--- config.mk ---
export PLATFORM = sky130hd
export DESIGN_NAME = misc_clint_multi
export DESIGN_NICKNAME = d
export VERILOG_FILES = /design/src/rtl/misc_clint_multi_pkg.sv /design/src/rtl/misc_clint_multi_prescaler.sv /design/src/rtl/misc_clint_multi.sv
export SDC_FILE = /design/constraint.sdc
export NUM_CORES = 1
export LEC_CHECK = 0
export ABC_AREA = 1
export CORE_ASPECT_RATIO = 0.7
export CORE_MARGIN = 1.5
export CORE_UTILIZATION = 30
export DETAILED_ROUTE_END_ITERATION = 8
export SYNTH_ARGS = -nofsm -noshare
export SYNTH_HDL_FRONTEND = slang
export SYNTH_SLANG_ARGS = --single-unit
--- constraint.sdc ---
create_clock -name clk -period 3.3 [get_ports clk]
set_input_delay 0.99 -clock clk [delete_from_list [all_inputs] [get_ports clk]]
set_output_delay 0.99 -clock clk [all_outputs]
set_load 0.02 [all_outputs]
--- src/rtl/misc_clint_multi_pkg.sv ---
// Shared definitions for the misc/CLINT MMIO device: bus widths, register
// offsets, a snapshot struct of the architectural state and the byte-merge
// helper used by every writable register.
package misc_clint_multi_pkg;

  localparam int MISC_ADDR_WIDTH = 12;
  localparam int MISC_DATA_WIDTH = 64;
  localparam int MAX_HARTS       = 8;

  localparam int MTIME_REG_OFFSET   = 'h000;
  localparam int DISPLAY_REG_OFFSET = 'h008;
  localparam int TICKDIV_REG_OFFSET = 'h010;
  localparam int MTIMECMP_BASE      = 'h100;
  localparam int MSIP_BASE          = 'h200;
  localparam int HART_STRIDE        = 8;

  // Snapshot of the device's architectural state, sized for the largest build.
  typedef struct packed {
    logic [MISC_DATA_WIDTH-1:0]                mtime;
    logic [MISC_DATA_WIDTH-1:0]                display;
    logic [MISC_DATA_WIDTH-1:0]                tick_div;
    logic [MAX_HARTS-1:0][MISC_DATA_WIDTH-1:0] mtimecmp;
    logic [MAX_HARTS-1:0]                      msip;
  } misc_info_t;

  // Replace each byte of old_val whose mask bit is set with the byte of new_val.
  function automatic logic [MISC_DATA_WIDTH-1:0] merge_bytes(
    input logic [MISC_DATA_WIDTH-1:0] old_val,
    input logic [MISC_DATA_WIDTH-1:0] new_val,
    input logic [7:0]                 mask
  );
    logic [MISC_DATA_WIDTH-1:0] res;
    res = old_val;
    for (int b = 0; b < 8; b++) begin
      if (mask[b]) res[8*b +: 8] = new_val[8*b +: 8];
    end
    return res;
  endfunction

endpackage

--- src/rtl/misc_clint_multi_prescaler.sv ---
// mtime prescaler: counts 0..tick_div and emits a one-cycle tick on the
// wrap. clear restarts the count (divisor rewrite); halt freezes it.
module misc_prescaler
  import misc_clint_multi_pkg::*;
#(
  parameter int TICK_DIV_WIDTH = 16
) (
  input  logic                      clk,
  input  logic                      rstn,
  input  logic [TICK_DIV_WIDTH-1:0] tick_div,
  input  logic                      clear,
  input  logic                      halt,
  output logic                      tick
);

  localparam logic [TICK_DIV_WIDTH-1:0] ONE = 1;

  logic [TICK_DIV_WIDTH-1:0] count;

  assign tick = !halt && (count == tick_div);

  // Divisor counter; a clear wins over counting, halt holds the phase.
  always_ff @(posedge clk or negedge rstn) begin
    if (!rstn) begin
      count <= '0;
    end else if (clear) begin
      count <= '0;
    end else if (!halt) begin
      count <= tick ? '0 : count + ONE;
    end
  end

endmodule

--- src/rtl/misc_clint_multi.sv ---
// Machine-timer / misc MMIO device for NUM_HARTS harts: free-running 64-bit
// mtime behind a prescaler, per-hart mtimecmp/msip with registered mtip/msip
// lines, and a display register. Always ready, fixed one-cycle response.
// Optional build macro MISC_CLINT_HALT_EN adds the halt_mtime input that
// freezes mtime and the prescaler.
module misc_clint_multi
  import misc_clint_multi_pkg::*;
#(
  parameter int NUM_HARTS      = 2,
  parameter int ADDR_WIDTH     = MISC_ADDR_WIDTH,
  parameter int DATA_WIDTH     = MISC_DATA_WIDTH,
  parameter int TICK_DIV_WIDTH = 16
) (
  input  logic                  clk,
  input  logic                  rstn,
  input  logic                  req_valid,
  input  logic                  req_we,
  input  logic [ADDR_WIDTH-1:0] req_addr,
  input  logic [DATA_WIDTH-1:0] req_wdata,
  input  logic [7:0]            req_wmask,
  output logic                  resp_valid,
  output logic [DATA_WIDTH-1:0] resp_rdata,
  output logic                  resp_err,
  output logic [NUM_HARTS-1:0]  mtip,
  output logic [NUM_HARTS-1:0]  msip,
  output logic [DATA_WIDTH-1:0] display
`ifdef MISC_CLINT_HALT_EN
  ,
  input  logic                  halt_mtime
`endif
);

  localparam logic [DATA_WIDTH-1:0] ONE = 1;

  logic [DATA_WIDTH-1:0]     mtime;
  logic [DATA_WIDTH-1:0]     mtime_next;
  logic [TICK_DIV_WIDTH-1:0] tick_div;
  logic [DATA_WIDTH-1:0]     mtimecmp [NUM_HARTS];
  logic [DATA_WIDTH-1:0]     cmp_next [NUM_HARTS];
  logic                      sel_mtime, sel_display, sel_div;
  logic [NUM_HARTS-1:0]      sel_cmp, sel_msip;
  logic                      hit, wr, tick, halt;
  logic [DATA_WIDTH-1:0]     rdata;

`ifdef MISC_CLINT_HALT_EN
  assign halt = halt_mtime;
`else
  assign halt = 1'b0;
`endif

  // Address decode: exact-match selects, so misaligned offsets never hit.
  always_comb begin
    sel_mtime   = (req_addr == ADDR_WIDTH'(MTIME_REG_OFFSET));
    sel_display = (req_addr == ADDR_WIDTH'(DISPLAY_REG_OFFSET));
    sel_div     = (req_addr == ADDR_WIDTH'(TICKDIV_REG_OFFSET));
    sel_cmp     = '0;
    sel_msip    = '0;
    for (int h = 0; h < NUM_HARTS; h++) begin
      sel_cmp[h]  = (req_addr == ADDR_WIDTH'(MTIMECMP_BASE + HART_STRIDE * h));
      sel_msip[h] = (req_addr == ADDR_WIDTH'(MSIP_BASE + HART_STRIDE * h));
    end
    hit = sel_mtime | sel_display | sel_div | (|sel_cmp) | (|sel_msip);
    // An all-zero byte mask is a legal no-op and must not steal a tick.
    wr  = req_valid & req_we & hit & (|req_wmask);
  end

  // Read mux over the pre-write register values.
  always_comb begin
    rdata = '0;
    if (sel_mtime)   rdata = mtime;
    if (sel_display) rdata = display;
    if (sel_div)     rdata = DATA_WIDTH'(tick_div);
    for (int h = 0; h < NUM_HARTS; h++) begin
      if (sel_cmp[h])  rdata = mtimecmp[h];
      if (sel_msip[h]) rdata = DATA_WIDTH'(msip[h]);
    end
  end

  misc_prescaler #(
    .TICK_DIV_WIDTH(TICK_DIV_WIDTH)
  ) u_prescaler (
    .clk      (clk),
    .rstn     (rstn),
    .tick_div (tick_div),
    .clear    (wr & sel_div),
    .halt     (halt),
    .tick     (tick)
  );

  // Next mtime / mtimecmp values; a software mtime write overrides the tick.
  always_comb begin
    mtime_next = mtime;
    if (wr && sel_mtime) mtime_next = merge_bytes(mtime, req_wdata, req_wmask);
    else if (tick)       mtime_next = mtime + ONE;
    for (int h = 0; h < NUM_HARTS; h++) begin
      cmp_next[h] = (wr && sel_cmp[h]) ? merge_bytes(mtimecmp[h], req_wdata, req_wmask)
                                       : mtimecmp[h];
    end
  end

  // Architectural registers and the registered interrupt lines.
  always_ff @(posedge clk or negedge rstn) begin
    if (!rstn) begin
      mtime    <= '0;
      display  <= '0;
      tick_div <= '0;
      msip     <= '0;
      mtip     <= '0;
      for (int h = 0; h < NUM_HARTS; h++) mtimecmp[h] <= '1;
    end else begin
      mtime <= mtime_next;
      if (wr && sel_display) display  <= merge_bytes(display, req_wdata, req_wmask);
      if (wr && sel_div)
        tick_div <= TICK_DIV_WIDTH'(merge_bytes(DATA_WIDTH'(tick_div), req_wdata, req_wmask));
      for (int h = 0; h < NUM_HARTS; h++) begin
        mtimecmp[h] <= cmp_next[h];
        if (wr && sel_msip[h] && req_wmask[0]) msip[h] <= req_wdata[0];
        mtip[h] <= (mtime_next >= cmp_next[h]);
      end
    end
  end

  // One-cycle response; writes and errors return zero data.
  always_ff @(posedge clk or negedge rstn) begin
    if (!rstn) begin
      resp_valid <= 1'b0;
      resp_err   <= 1'b0;
      resp_rdata <= '0;
    end else begin
      resp_valid <= req_valid;
      resp_err   <= req_valid & ~hit;
      resp_rdata <= (req_valid && !req_we) ? rdata : '0;
    end
  end

endmodule

==> results of run 1 <==
==> worst min-delay path by stage <==
stage / start / to / slack, ns / cells past startpoint
final: rstn / resp_rdata[15]$_DFF_PN0_ / 0.29 / 1
after detailed placement: mtimecmp[10]$_DFF_PN1_ / mtimecmp[10]$_DFF_PN1_ / 0.46 / 2
after global routing: rstn / msip[0]$_DFFE_PN0P_ / 0.29 / 1
after CTS: rstn / mtime[62]$_DFF_PN0_ / 0.27 / 1
after global placement: mtimecmp[15]$_DFF_PN1_ / mtimecmp[15]$_DFF_PN1_ / 0.46 / 2
after floorplan: mtimecmp[10]$_DFF_PN1_ / mtimecmp[10]$_DFF_PN1_ / 0.45 / 2
==> worst register-to-register path, delay by kind of cell (launching register included) <==
family	cells	cell delay (ns)
and+or+nand+nor	14	1.59
DFF	1	0.46
AOI/OAI and AO/OA	3	0.36
adders and majority gates	1	0.28
xor gates and xnor gates	1	0.25
buffers and inverters	3	0.23
==> final cells by class <==
type                            count  area share [%]
Timing Repair Buffer              671            19.8
Tap cell                          989            3.82
Multi-Input combinational cell   2265            38.2
Inverter                          491            5.78
Clock inverter                     17           0.572
Clock buffer                       57            3.63
Timing Repair inverter              1          0.0271
Sequential cell                   358            28.2
==> cell families after synthesis <==
| family | count (synthesis) | synth area share (%) |
|---|---|---|
| adder cells (fa/ha/maj) | 130 | 7.05 |
| AO/OA/AOI/OAI | 710 | 17.7 |
| AND/OR/NAND/NOR | 1366 | 23.6 |
| flip-flops | 358 | 39.5 |
| XOR/XNOR | 59 | 2.24 |
| buffers and inverters | 595 | 9.96 |
==> per-stage QoR <==
stage / worst slack [ns] / hold slack, ns
2_1_floorplan: -0.0957 / 0.451
3_3_place_gp: -1.33 / 0.456
3_5_place_dp: -1.36 / 0.459
4_1_cts: -0.00994 / 0.270
5_1_grt: -0.329 / 0.293
6_report: -0.121 / 0.288
==> cell usage in the layout, fill, tap and decap left out, types with 24 or more instances in the layout <==
cell	instances
a21oi_1	249
dfrtp_1	229
a221oi_1	48
inv_1	463
nand3_1	58
nand2_1	702
buf_6	28
o21bai_1	109
clkdlybuf4s50_1	198
ha_1	122
o21ai_0	217
a21oi_2	24
nand4_1	35
xor2_1	58
nor2_1	469
clkbuf_16	41
buf_12	51
dfstp_2	128
buf_4	371
==> layer usage <==
layer,wire length (um),GRT usage (%)
met5,0,0
met4,1860,5.06
met2,36500,31.7
met1,44900,34.7
met3,5930,3.44
==> where the power goes <==
group | total, W | switching [W] | internal (W)
logic | 0.000528 | 0.000330 | 0.000197
clock network | 0.00476 | 0.00203 | 0.00274
registers | 0.00440 | 0.000000757 | 0.00440
total | 0.00969 | 0.00236 | 0.00733
==> cells in the mapped netlist <==
cell and count:
buf_6 4, dfstp_2 128, clkinv_2 1, o21ai_2 1
nand3_1 66, o21a_1 2, nand2_1 719, buf_2 21
xnor2_1 1, nor2_2 16, o21ai_1 5, nor2_4 1
a31o_2 1, clkbuf_1 52, inv_2 2, nor4_1 6
buf_4 2, inv_1 482, nor2_1 488, nor3b_1 2
nand2_2 4, nand3_2 2, a221oi_1 48, clkinv_1 6
o21ai_0 240, buf_1 25, nand4_2 1, dfrtp_1 230
a21oi_2 5, nor3_1 20, xor2_1 58, nand4_1 35
ha_1 130, a21oi_1 276, or2_2 2, o211ai_1 4
o21bai_1 113, nand3b_1 3, o22ai_1 15, and2_1 1
==> timing repair <==
| item | in CTS | in global routing |
|---|---|---|
| gates cloned | 6 | 1 |
| hold buffers | 0 | 0 |
| setup buffers | 40 | 2 |
| pin swaps | 59 | 25 |
| setup endpoints to repair | 2 | 2 |
| resized for setup | 234 | 55 |
==> state kept, by name, summed over array words and instances, names as in the netlist <==
signal / cells
mtimecmp: 128
mtip: 2
resp_valid: 1
display: 64
tick_div: 16
resp_err: 1
mtime: 64
msip: 2
resp_rdata: 64
u_prescaler.count: 16
==> summary.md, run 1 <==
| Metric | Value |
|---|---|
| DRT iter0 DRCs | `2,167` |
| Multi-input combinational cell area | `12,400 um2` |
| Final min period | `approximately 3.4 ns` |
| Routed vias | `23,700` |
| Layout Utilization | `42.8%` |
| Placer's final routability congestion estimate | `0.969` |
| DR vias/cell | `4.89` |
| Clock Sinks | `358` |
| Period utilisation layout | `104%` |
| Clk buf depth | `3` |
| Crit. Startpoint | `req_addr[3]` |
| Buf/Inv on CP | `7` |
| Crit path capture | `mtip[1]$_DFF_PN0_` |
| Sequential area share after synthesis | `39.5%` |
| Worst path arrival time | `~4 ns` |
| Post-detail-place hpwl | `67,900 um` |
| Final setup violation count | `2` |
| Mean Syn Cell Area | `7.17 um2` |
| Antenna violations before repair | `3` |
| VDD IR max | `slightly below 0.3 mV` |
| Crit-path cells | `buf_6, inv_8, nor2_2, nand2_2, nor2_4, nand2_2, nand2_2, nor2_2, nand3_2, buf_6, nand3_4, buf_12, buf_12, nor2_2, buf_4, o21bai_1, ha_1, nand2_1, nor2_1, buf_4, nand3_1, nor2_2, nand4_1, nand3_2` |
| Die Y | `235 um` |
| Fmax | `0.292 GHz` |
| Vias in the first global route | `22,700` |
| Share of cells above drive strength 1 | `about a fifth` |
| Top post-synthesis cells by area | `dfrtp_1 (25%), dfstp_2 (15%), nand2_1 (12%)` |
| R2r endpoint | `mtip[0]$_DFF_PN0_` |
| PnR worst setup slack | `-0.121 ns` |
| Setup Skew | `0.0310 ns` |
| Placed cell areas | `29,800 um2` |
| GRT overflow | `0` |
| Worst hold path class | `in -> async` |
| Max FO, Critical Path | `19` |
| Synth top area share | `~25%` |
| Diodes inserted | `0` |
| Synth area leader | `dfrtp_1` |
| Critical path's top delay family | `simple AND/OR/NAND/NOR gates` |
| Nets | `4,046` |
| CP most frequent cell | `nor2_2` |
| Worst Max-Slew Pin Slew | `0.898 ns` |
| Leakage Power | `16.6 nW` |
| TritonCTS buffer count | `40` |
| Area grow syn2layout | `40.2%` |
| Fillers | `7,606` |
| Internal reg-to-reg setup slack | `0.03 ns` |
| Cells after synthesis | `3,218` |
| Worst reg2reg path depth | `22` |
| Critical-path top delay cell | `ha_1` |
| Sequential standard cell area | `9120 um2` |
| CP Class | `in -> reg` |
| Register bit count reported by yosys | `358` |
| Htree depth | `2` |
| Outcome | `complete, but fails checks` |
| Worst-skew pair later-pin latency | `0.59 ns` |
| Io pins | `about 220` |
| CP Capture Type | `register` |
| GRT Total Usage | `22.3%` |
| Fin Setup TNS | `-0.182 ns` |
| Max_cap viols | `0` |
| Root buffer cell | `clkbuf_16` |
| Post-synth cell types | `40` |
| Cell Rows | `84` |
| I/O Buffers | `221` |
| Hold Fails Final Rpt | `0` |
| Global-route wire length before repair | `between 100,000 and 150,000 um` |
| Data required, critical path | `3.83 ns` |
| CTS tree | `done` |
| Final instance area | `32,400 um2` |
| Pwr Total | `0.00969 W` |
| Power Density | `299 nW/um2` |
| Post-Layout Cell Count | `between 4,000 and 5,000` |
| Placed instance count | `about 4,700` |
| CP max stage delay | `0.29 ns` |
| R2r startpoint | `mtime[16]$_DFF_PN0_` |
| Fin. max-slew vios | `0` |
| DRT antenna net count | `0` |
| Crit path launch type | `input pin` |
| Initial Util | `30.5%` |
| Drt drc | `0` |
| Die ar. | `78,600 um2` |
| Routed WL per cell | `approximately 18 um` |
| Yosys warnings | `0` |
| Core box area | `about 76,000 um2` |
| Synth Net Count | `3,436` |
| Final wirelength | `89,200 um` |
| Largest net degree at the start of global routing | `76` |
| RSZ-0062 raised after global routing | `yes` |
| Die width | `335 um` |
| Mapped cell area | `23,100 um2` |
| WP depth | `24` |
| Clock transition at the registers of the reported paths | `roughly 0.070 ns` |
| 1st-pass router iterations | `5` |
| Failing checks | `negative setup slack` |
| Normalized max-slew margin | `approximately 40%` |
Note: power is estimated with default switching activity, not from simulation.
==> run 2: changes to the inputs <==
--- a/config.mk
+++ b/config.mk
@@ -9,6 +9,7 @@
 export CORE_ASPECT_RATIO = 0.7
 export CORE_MARGIN = 1.5
 export CORE_UTILIZATION = 30
+export CTS_CLUSTER_DIAMETER = 80
 export DETAILED_ROUTE_END_ITERATION = 8
 export SYNTH_ARGS = -nofsm -noshare
 export SYNTH_HDL_FRONTEND = slang
==> results of run 2 <==
Final layout, timing and power as in run 1 (identical DEF).
